`config.mk`:
```
export PLATFORM = sky130hd
export DESIGN_NAME = sevled_code_sequencer_flat
export DESIGN_NICKNAME = d
export VERILOG_FILES = /design/src/rtl/sevled_pkg.sv /design/src/rtl/sevled_code_sequencer_if.sv /design/src/rtl/sevled_step_sync.sv /design/src/rtl/sevled_code_sequencer.sv /design/src/flat_wrapper.sv
export SDC_FILE = /design/constraint.sdc
export NUM_CORES = 1
export LEC_CHECK = 0
export ABC_AREA = 1
export CAP_MARGIN = 25
export CORE_UTILIZATION = 56
export CTS_CLUSTER_DIAMETER = 80
export DETAILED_ROUTE_END_ITERATION = 16
export DONT_BUFFER_PORTS = 1
export PLACE_DENSITY = 0.74
export SLEW_MARGIN = 20
export SYNTH_ARGS = -nofsm -noshare
export SYNTH_HDL_FRONTEND = slang
export SYNTH_SLANG_ARGS = --single-unit
```
`constraint.sdc`:
```
create_clock -name i_clk -period 1.3 [get_ports i_clk]
set_input_delay 0.195 -clock i_clk [delete_from_list [all_inputs] [get_ports i_clk]]
set_output_delay 0.195 -clock i_clk [all_outputs]
set_load 0.1 [all_outputs]
```
`src/rtl/sevled_pkg.sv`:
```
// -----------------------------------------------------------------------------
// sevled_pkg
// Shared definitions for the seven-LED code sequencer.
//   CODE_W            width of the symbol code handed to the decoder
//   NUM_CODES_DEFAULT default number of legal codes
//   seq_state_t       sequencer FSM state encoding
//   next_code()       one-step advance with explicit wrap in both directions
// -----------------------------------------------------------------------------
package sevled_pkg;

   localparam int CODE_W            = 4;
   localparam int NUM_CODES_DEFAULT = 7;

   typedef enum logic [0:0] {
      IDLE = 1'b0,
      RUN  = 1'b1
   } seq_state_t;

   // Advance a code by one in the requested direction. num is one bit wider
   // than the code so that 16 legal codes can be expressed. Wrapping is done
   // with explicit compares; an out-of-range code (e.g. after an upset) is
   // pulled back into range in either direction.
   function automatic logic [CODE_W-1:0] next_code(
      input logic [CODE_W-1:0] code,
      input logic              dir,
      input logic [CODE_W:0]   num
   );
      logic [CODE_W:0]   last_s;
      logic [CODE_W-1:0] res_s;
      last_s = num - 5'd1;
      if (dir == 1'b0) begin
         if ({1'b0, code} >= last_s) begin
            res_s = 4'd0;
         end else begin
            res_s = code + 4'd1;
         end
      end else begin
         if ((code == 4'd0) || ({1'b0, code} > last_s)) begin
            res_s = last_s[CODE_W-1:0];
         end else begin
            res_s = code - 4'd1;
         end
      end
      return res_s;
   endfunction

endpackage

```
`src/rtl/sevled_code_sequencer_if.sv`:
```
// -----------------------------------------------------------------------------
// sevled_code_sequencer_if
// Control and status bundle of the code sequencer.
//   i_run      level, 1 = automatic stepping
//   i_step     asynchronous step request (button level)
//   i_dir      step direction, 0 = up, 1 = down
//   o_code     current symbol code for the decoder
//   o_tick     one-cycle pulse following a code change
//   o_running  high while the sequencer is auto-stepping
// Modports: master drives the controls, slave is the sequencer.
// -----------------------------------------------------------------------------
interface sevled_code_sequencer_if import sevled_pkg::*; ();

   logic              i_run;
   logic              i_step;
   logic              i_dir;
   logic [CODE_W-1:0] o_code;
   logic              o_tick;
   logic              o_running;

   modport master (
      output i_run,
      output i_step,
      output i_dir,
      input  o_code,
      input  o_tick,
      input  o_running
   );

   modport slave (
      input  i_run,
      input  i_step,
      input  i_dir,
      output o_code,
      output o_tick,
      output o_running
   );

endinterface

```
`src/rtl/sevled_step_sync.sv`:
```
// -----------------------------------------------------------------------------
// sevled_step_sync
// Brings an asynchronous step request into the clock domain and turns a held
// level into a single-cycle rising-edge pulse.
//   clk        system clock
//   rst_n      asynchronous active-low reset
//   step       asynchronous step level
//   step_edge  one-cycle pulse, high while s2 is set and s3 is not yet set
// -----------------------------------------------------------------------------
module sevled_step_sync (
   input  logic clk,
   input  logic rst_n,
   input  logic step,
   output logic step_edge
);

   logic s1_r;
   logic s2_r;
   logic s3_r;

   // Two-flop synchronizer followed by a history flop for edge detection.
   always_ff @(posedge clk or negedge rst_n) begin
      if (!rst_n) begin
         s1_r <= 1'b0;
         s2_r <= 1'b0;
         s3_r <= 1'b0;
      end else begin
         s1_r <= step;
         s2_r <= s1_r;
         s3_r <= s2_r;
      end
   end

   assign step_edge = s2_r & ~s3_r;

endmodule

```
`src/rtl/sevled_code_sequencer.sv`:
```
// -----------------------------------------------------------------------------
// sevled_code_sequencer
// Produces the symbol code for the seven-LED decoder, stepping through
// 0..NUM_CODES-1 either automatically every CLK_DIV cycles (RUN) or once per
// step request (IDLE).
//   i_clk     system clock
//   i_rst_n   asynchronous active-low reset
//   bus       sevled_code_sequencer_if.slave: run/step/dir in,
//             code/tick/running out (all outputs registered)
// Parameters:
//   CLK_DIV   cycles per automatic step, 2..2^24
//   NUM_CODES number of legal codes, 2..16
// -----------------------------------------------------------------------------
module sevled_code_sequencer import sevled_pkg::*; #(
   parameter int CLK_DIV   = 12000000,
   parameter int NUM_CODES = NUM_CODES_DEFAULT
) (
   input  logic                     i_clk,
   input  logic                     i_rst_n,
   sevled_code_sequencer_if.slave   bus
);

   localparam int                PRE_W    = $clog2(CLK_DIV);
   localparam logic [PRE_W-1:0]  PRE_LAST = PRE_W'(CLK_DIV - 1);
   localparam logic [PRE_W-1:0]  PRE_ONE  = PRE_W'(1);
   localparam logic [CODE_W:0]   NUM_V    = (CODE_W + 1)'(NUM_CODES);

   logic              step_edge_s;
   logic              terminal_s;
   logic              adv_s;
   seq_state_t        state_r;
   logic [PRE_W-1:0]  pre_r;
   logic [CODE_W-1:0] code_r;
   logic              adv_r;
   logic              tick_r;
   logic              running_r;

   sevled_step_sync u_step_sync (
      .clk       (i_clk),
      .rst_n     (i_rst_n),
      .step      (bus.i_step),
      .step_edge (step_edge_s)
   );

   // Decide whether the code advances on the coming edge. In IDLE a start
   // request has priority, so a coincident step edge is dropped. In RUN the
   // terminal count advances regardless of i_run falling on the same edge.
   always_comb begin
      adv_s      = 1'b0;
      terminal_s = (pre_r == PRE_LAST);
      case (state_r)
         IDLE: begin
            if (!bus.i_run && step_edge_s) begin
               adv_s = 1'b1;
            end else begin
               adv_s = 1'b0;
            end
         end
         RUN: begin
            if (terminal_s) begin
               adv_s = 1'b1;
            end else begin
               adv_s = 1'b0;
            end
         end
         default: begin
            adv_s = 1'b0;
         end
      endcase
   end

   // Sequencer FSM with prescaler, code register and registered status.
   // o_tick is delayed one extra stage so it is high in the cycle after the
   // new code became visible.
   always_ff @(posedge i_clk or negedge i_rst_n) begin
      if (!i_rst_n) begin
         state_r   <= IDLE;
         pre_r     <= '0;
         code_r    <= 4'd0;
         adv_r     <= 1'b0;
         tick_r    <= 1'b0;
         running_r <= 1'b0;
      end else begin
         adv_r  <= adv_s;
         tick_r <= adv_r;
         if (adv_s) begin
            code_r <= next_code(code_r, bus.i_dir, NUM_V);
         end else begin
            code_r <= code_r;
         end
         case (state_r)
            IDLE: begin
               pre_r <= '0;
               if (bus.i_run) begin
                  state_r   <= RUN;
                  running_r <= 1'b1;
               end else begin
                  state_r   <= IDLE;
                  running_r <= 1'b0;
               end
            end
            RUN: begin
               if (!bus.i_run) begin
                  state_r   <= IDLE;
                  running_r <= 1'b0;
                  pre_r     <= '0;
               end else begin
                  state_r   <= RUN;
                  running_r <= 1'b1;
                  if (terminal_s) begin
                     pre_r <= '0;
                  end else begin
                     pre_r <= pre_r + PRE_ONE;
                  end
               end
            end
            default: begin
               state_r   <= IDLE;
               running_r <= 1'b0;
               pre_r     <= '0;
            end
         endcase
      end
   end

   assign bus.o_code    = code_r;
   assign bus.o_tick    = tick_r;
   assign bus.o_running = running_r;

endmodule

```
`src/flat_wrapper.sv`:
```
// flat-port wrapper written by rule: the top's interface ports become plain ports
module sevled_code_sequencer_flat import sevled_pkg::*;
#(
   parameter int CLK_DIV   = 12000000,
   parameter int NUM_CODES = NUM_CODES_DEFAULT
)
  (i_clk, i_rst_n, bus_i_run, bus_i_step, bus_i_dir, bus_o_code, bus_o_tick, bus_o_running);
  sevled_code_sequencer_if bus_i ();
  input  logic i_clk;
  input  logic i_rst_n;
  input wire logic [$bits(bus_i.i_run)-1:0] bus_i_run;
  input wire logic [$bits(bus_i.i_step)-1:0] bus_i_step;
  input wire logic [$bits(bus_i.i_dir)-1:0] bus_i_dir;
  output wire logic [$bits(bus_i.o_code)-1:0] bus_o_code;
  output wire logic [$bits(bus_i.o_tick)-1:0] bus_o_tick;
  output wire logic [$bits(bus_i.o_running)-1:0] bus_o_running;
  assign bus_i.i_run = bus_i_run;
  assign bus_i.i_step = bus_i_step;
  assign bus_i.i_dir = bus_i_dir;
  assign bus_o_code = bus_i.o_code;
  assign bus_o_tick = bus_i.o_tick;
  assign bus_o_running = bus_i.o_running;
  sevled_code_sequencer #(.CLK_DIV(CLK_DIV), .NUM_CODES(NUM_CODES)) u_core (.i_clk(i_clk), .i_rst_n(i_rst_n), .bus(bus_i));
endmodule
```
# After elaboration in Yosys (flattened, before gate mapping)
# Index checks and enable logic that the tools add are counted.
[word_totals]
out_inout_bits = 6
regBits = 34
input_bits = 5
word_cells = 31
[op_classes]
bitwise = 3
n_lt_le_gt_ge = 2
n_reduce_logical = 4
eq_ne = 1
n_mux = 10
addsub = 3
[ops]
columns = ["operator", "n"]
rows = [
  ["$mux 24", 2],
  ["$pmux 24 s2", 1],
  ["$add 24x1->24 const B", 1],
  ["$eq 24x24->1 const B", 1],
  ["$mux 4", 3],
  ["$add 4x1->4 const B", 1],
  ["$ge 4x3->1 const B", 1],
  ["$gt 4x3->1 const B", 1],
  ["$logic_not 4->1", 1],
  ["$sub 4x1->4 const B", 1],
  ["$mux 1", 3],
  ["$not 1->1", 2],
  ["$pmux 1 s2", 1],
  ["$and 1x1->1", 1],
  ["$logic_and 1x1->1", 1],
  ["$logic_not 1->1", 1],
  ["$logic_or 1x1->1", 1],
]

# Logic depth before layout (Yosys ltp)
[depth]
word_depth = 5
mapped_depth = 9
depth_no_buf = 9

# Cells and area by module
# Synthesis repeated with hierarchy kept, for this count alone.
[hier_totals]
cells_unflattened = 287
area_unflattened_um2 = 2009.4
[by_module_without_submodules]
columns = ["module", "cells_per_inst", "area_each_um2", "instances", "seq_area_each_um2"]
rows = [
  ["sevled_code_sequencer", 282, 1924.3, 1, 775.7],
  ["sevled_step_sync", 5, 85.1, 1, 75.1],
]

# Least setup slack after synthesis
# No wires, ideal clock.
[synth_timing]
path_type = "register to register"
from = "reg u_core.code_r[0], in the netlist u_core.bus.o_code[0]"
to = "reg u_core.code_r[2], in the netlist u_core.bus.o_code[2]"
setup_slack_ps = -797
stages_incl_launch_ff = 9
period_less_slack_ps = 2097
path_buffers = 0
required_time_ps = 1179
t_arrival_ps = 1976
setup_time_ps = 121
cell_sequence = "dfrtp_1 > inv_1 > ha_1 > a21oi_1 > nand3_1 > nand2_1 > nand2_1 > nand3_1 > nand2_1"
[synth_via]
elab_chain_len = 4
elab_cells_between_ends = 9
cone_classes = "add/sub (2); order compare (2); mux (3); reduce/logical (2)"
[synth_lines]
columns = ["element", "line_no", "rtl"]
rows = [
  ["from (decl)", "sevled_code_sequencer.sv:33", "logic [CODE_W-1:0] code_r;"],
  ["from (signal assigned)", "sevled_code_sequencer.sv:87", "code_r <= next_code(code_r, bus.i_dir, NUM_V);"],
  ["from (signal assigned)", "sevled_code_sequencer.sv:89", "code_r <= code_r;"],
  ["$gt 4x3->1 / $logic_not 4->1 (equally long branches)", "sevled_pkg.sv:38", "if ((code == 4'd0) || ({1'b0, code} > last_s)) begin"],
  ["$logic_or 1x1->1", "sevled_pkg.sv:38", ""],
  ["$mux 4", "sevled_pkg.sv:38", ""],
  ["$mux 4 (*)", "sevled_pkg.sv:31", "if (dir == 1'b0) begin"],
]
# Mark *: on every way between the ends. The rest lies on a longest branch, timed or not.
# A chain may end at the register's enable or synchronous reset.

# Worst setup path in the final report
[layout_timing]
from = "reg u_core.code_r[0], in the netlist u_core.bus.o_code[0]"
to = "reg u_core.code_r[3], in the netlist u_core.bus.o_code[3]"
# Same word-level chain as after synthesis.

==> impl_metrics.tcl <==
set metrics [dict create \
    dr.pass1.iters 4 \
    final_common_cell "nand2_1" \
    synth_fa_ha_area_share_pct 2.56 \
    grt_max_degree 35 \
    drive_gt1_share_pct 31.8 \
    cts_buffers 5 \
    wl_mm 4.96 \
    crit_type "reg -> reg" \
    gp_congestion 0.866 \
    diodes 0 \
    hold_viol_final 0 \
    synth-compound-area-share_pct 1.60 \
    syn_area_mm2 0.00195 \
    yosys_warnings 0 \
    cts_tree "built" \
    synth.area.mux_share_pct 0 \
    hold_class "in -> reg" \
    final_max_slew_viol_count 0 \
    outcome "complete, but fails checks" \
    cp_data_arrival_time_ns 1.77 \
    synth_cell_type_count 24 \
    num_rows 21 \
    critPathMaxFanout 5 \
    max_freq_ghz 0.683 \
    slew_headroom_pct 81.7 \
    cp-start-kind "register" \
    synthSimpleGateAreaFrac_pct 40.7 \
    setup_ws_ns -0.164 \
    post-route-period-util_pct 113 \
    required_ns 1.61 \
    power_mw 3.44 \
    p_per_area_mw_per_mm2 1280 \
    detailed_place.area_mm2 0.00233 \
    maxCapViolations 0 \
    grt_overflow_total 0 \
    ioPinCount 11 \
    detail-route-antenna-nets 0 \
    io_buffer_count 0 \
    synth.net_count 275 \
    dp.cells 343 \
    dp_hpwl_mm 3.14 \
    root_buffer "clkbuf_4" \
    ctsHtreeMaxLevel 2 \
    cts_sinks 34 \
    fin_tns_setup_ns -2.31 \
    crit_path_end_kind "register" \
    synth_top_family_by_area "simple AND/OR/NAND/NOR gates" \
    hold_depth 4 \
    die_area_mm2 0.00373 \
    wl_per_cell_um 13.6 \
    p_leak_nw 1.23 \
    first_iter_violations 137 \
    violations "negative setup slack" \
    fin_crit_ns 1.46 \
    rsz0062_at_grt "yes" \
    clk_pin_slew_ns 0.13 \
    die_width_um 61.0 \
    clk_path_buf_depth 2 \
    die-height_um 61.0 \
    clkLatencyLatePin_ns 0.36 \
    ys_ff_latch 34 \
    synthXorXnorAreaFrac_pct 5.38 \
    peakVddDrop_mv 0.754 \
    area_growth_pct 37.4 \
    initial_core_util_pct 58.5 \
    dpl_worst_slack_ns -0.0863 \
    grt_pass1_vias 1687 \
    tightest_slew_ns 0.272 \
    setup_viol 28 \
    yosysSeqAreaShare_pct 43.6 \
    stdcell_area_mm2 0.00268 \
    via_count 1888 \
    rr_worst_depth 7 \
    vias_per_cell 5.19 \
    final_cell_mix "68 x nand2_1, 50 x nor2_1, 28 x buf_4" \
    postSynthCellCount 266 \
    final_cells 364 \
    grt_pass1_wl_mm 7.30 \
    antenna_found_initial 0 \
    finClkSkew_ns 0.0223 \
    grt.total_usage_pct 27.2 \
    remaining_drc_errors 0 \
    core_area_mm2 0.00334 \
    syn_avg_cell_area_um2 7.34 \
    fin_nets 326 \
]
[synth_stat cells]
cell type	instances	area [um^2]
o21a_1	1	7.51
inv_2	1	3.75
nand3b_1	2	15.0
nor2_2	5	31.3
nor2_4	2	22.5
nand3_1	20	100
nand4_1	7	43.8
nand2_2	1	6.26
xor2_1	9	78.8
o21ai_0	1	5.00
xnor2_1	3	26.3
nor3_1	4	20.0
nand3_2	2	20.0
ha_1	4	50.1
a21oi_1	2	10.0
nor2_1	60	225
or2_2	1	6.26
nand3b_2	1	11.3
nand2_4	1	11.3
nand2_1	75	282
inv_1	28	105
a31o_2	1	8.76
dfrtp_1	34	851
buf_6	1	11.3
[state kept, by name, summed over array words and instances, names as in the netlist]
name	flops
u_core.bus.o_running	1
u_core.u_step_sync.s3_r	1
u_core.bus.o_tick	1
u_core.adv_r	1
u_core.u_step_sync.s2_r	1
u_core.u_step_sync.s1_r	1
u_core.pre_r	24
u_core.bus.o_code	4
[power by group]
group	switching, mW	total (mW)	internal (mW)
Combinational	0.967	1.56	0.592
Sequential	0.143	1.30	1.15
Clock	0.381	0.587	0.206
Total	1.49	3.44	1.95
[cell type report]
class / count / area [um^2]
Clock inverter: 2 / 10.0
Multi-Input combinational cell: 202 / 1150
Clock buffer: 6 / 41.3
Sequential cell: 34 / 866
Inverter: 29 / 119
Tap cell: 46 / 57.6
Timing Repair Buffer: 45 / 442
Fill cell: 213 / 656
[logic make-up after synthesis]
kind of cell             Yosys count
AND/OR/NAND/NOR                  181
flip-flops                        34
buffers and inverters             30
XOR/XNOR                          12
AO/OA/AOI/OAI                      5
adder cells (fa/ha/maj)            4
[critical path, cell delays in order, from the launching register on]
cell and delay, ns:
dfrtp_4 0.53, inv_6 0.09, ha_4 0.13, nand3b_1 0.18, nand3_1 0.12, nor2_1 0.12, nand3_1 0.12, nand2_1 0.10
[metrics by stage]
| stage | utilization, % | hold WS (ns) |
|---|---|---|
| 2_1_floorplan | - | -0.101 |
| 3_3_place_gp | 69.8 | -0.0999 |
| 3_5_place_dp | 69.8 | -0.0998 |
| 4_1_cts | 77.6 | 0.0478 |
| 5_1_grt | 80.4 | 0.0868 |
| 6_report | 80.4 | 0.0690 |
[worst paths after layout]
check | slack [ns] | from | end
min | 0.07 | bus_i_dir | u_core.bus.o_code[2]
min in group asynchronous | 0.26 | i_rst_n | u_core.adv_r
max in group asynchronous | 0.83 | i_rst_n | u_core.pre_r[2]
max reg2reg | -0.16 | u_core.bus.o_code[0] | u_core.bus.o_code[3]
max | -0.16 | u_core.bus.o_code[0] | u_core.bus.o_code[3]
min reg2reg | 0.34 | u_core.u_step_sync.s1_r | u_core.u_step_sync.s2_r
[timing repair]
| action | CTS | global route |
|---|---|---|
| gates resized for setup | 27 | 18 |
| setup buffers | 6 | 3 |
| endpoints found under the hold margin | 36 | 0 |
| pin swaps | 14 | 11 |
| hold buffers | 4 | 0 |
| endpoints found under the setup margin | 30 | 31 |
[layer usage]
layer  GRT usage, %  wire (um)  up-vias
met2           46.6       2520       42
met5              0          0        -
met1           34.5       2100      892
met3           3.99        189       16
met4           11.0        144        0
li1               -          -      938
Note: power is estimated with default switching activity, not from simulation.
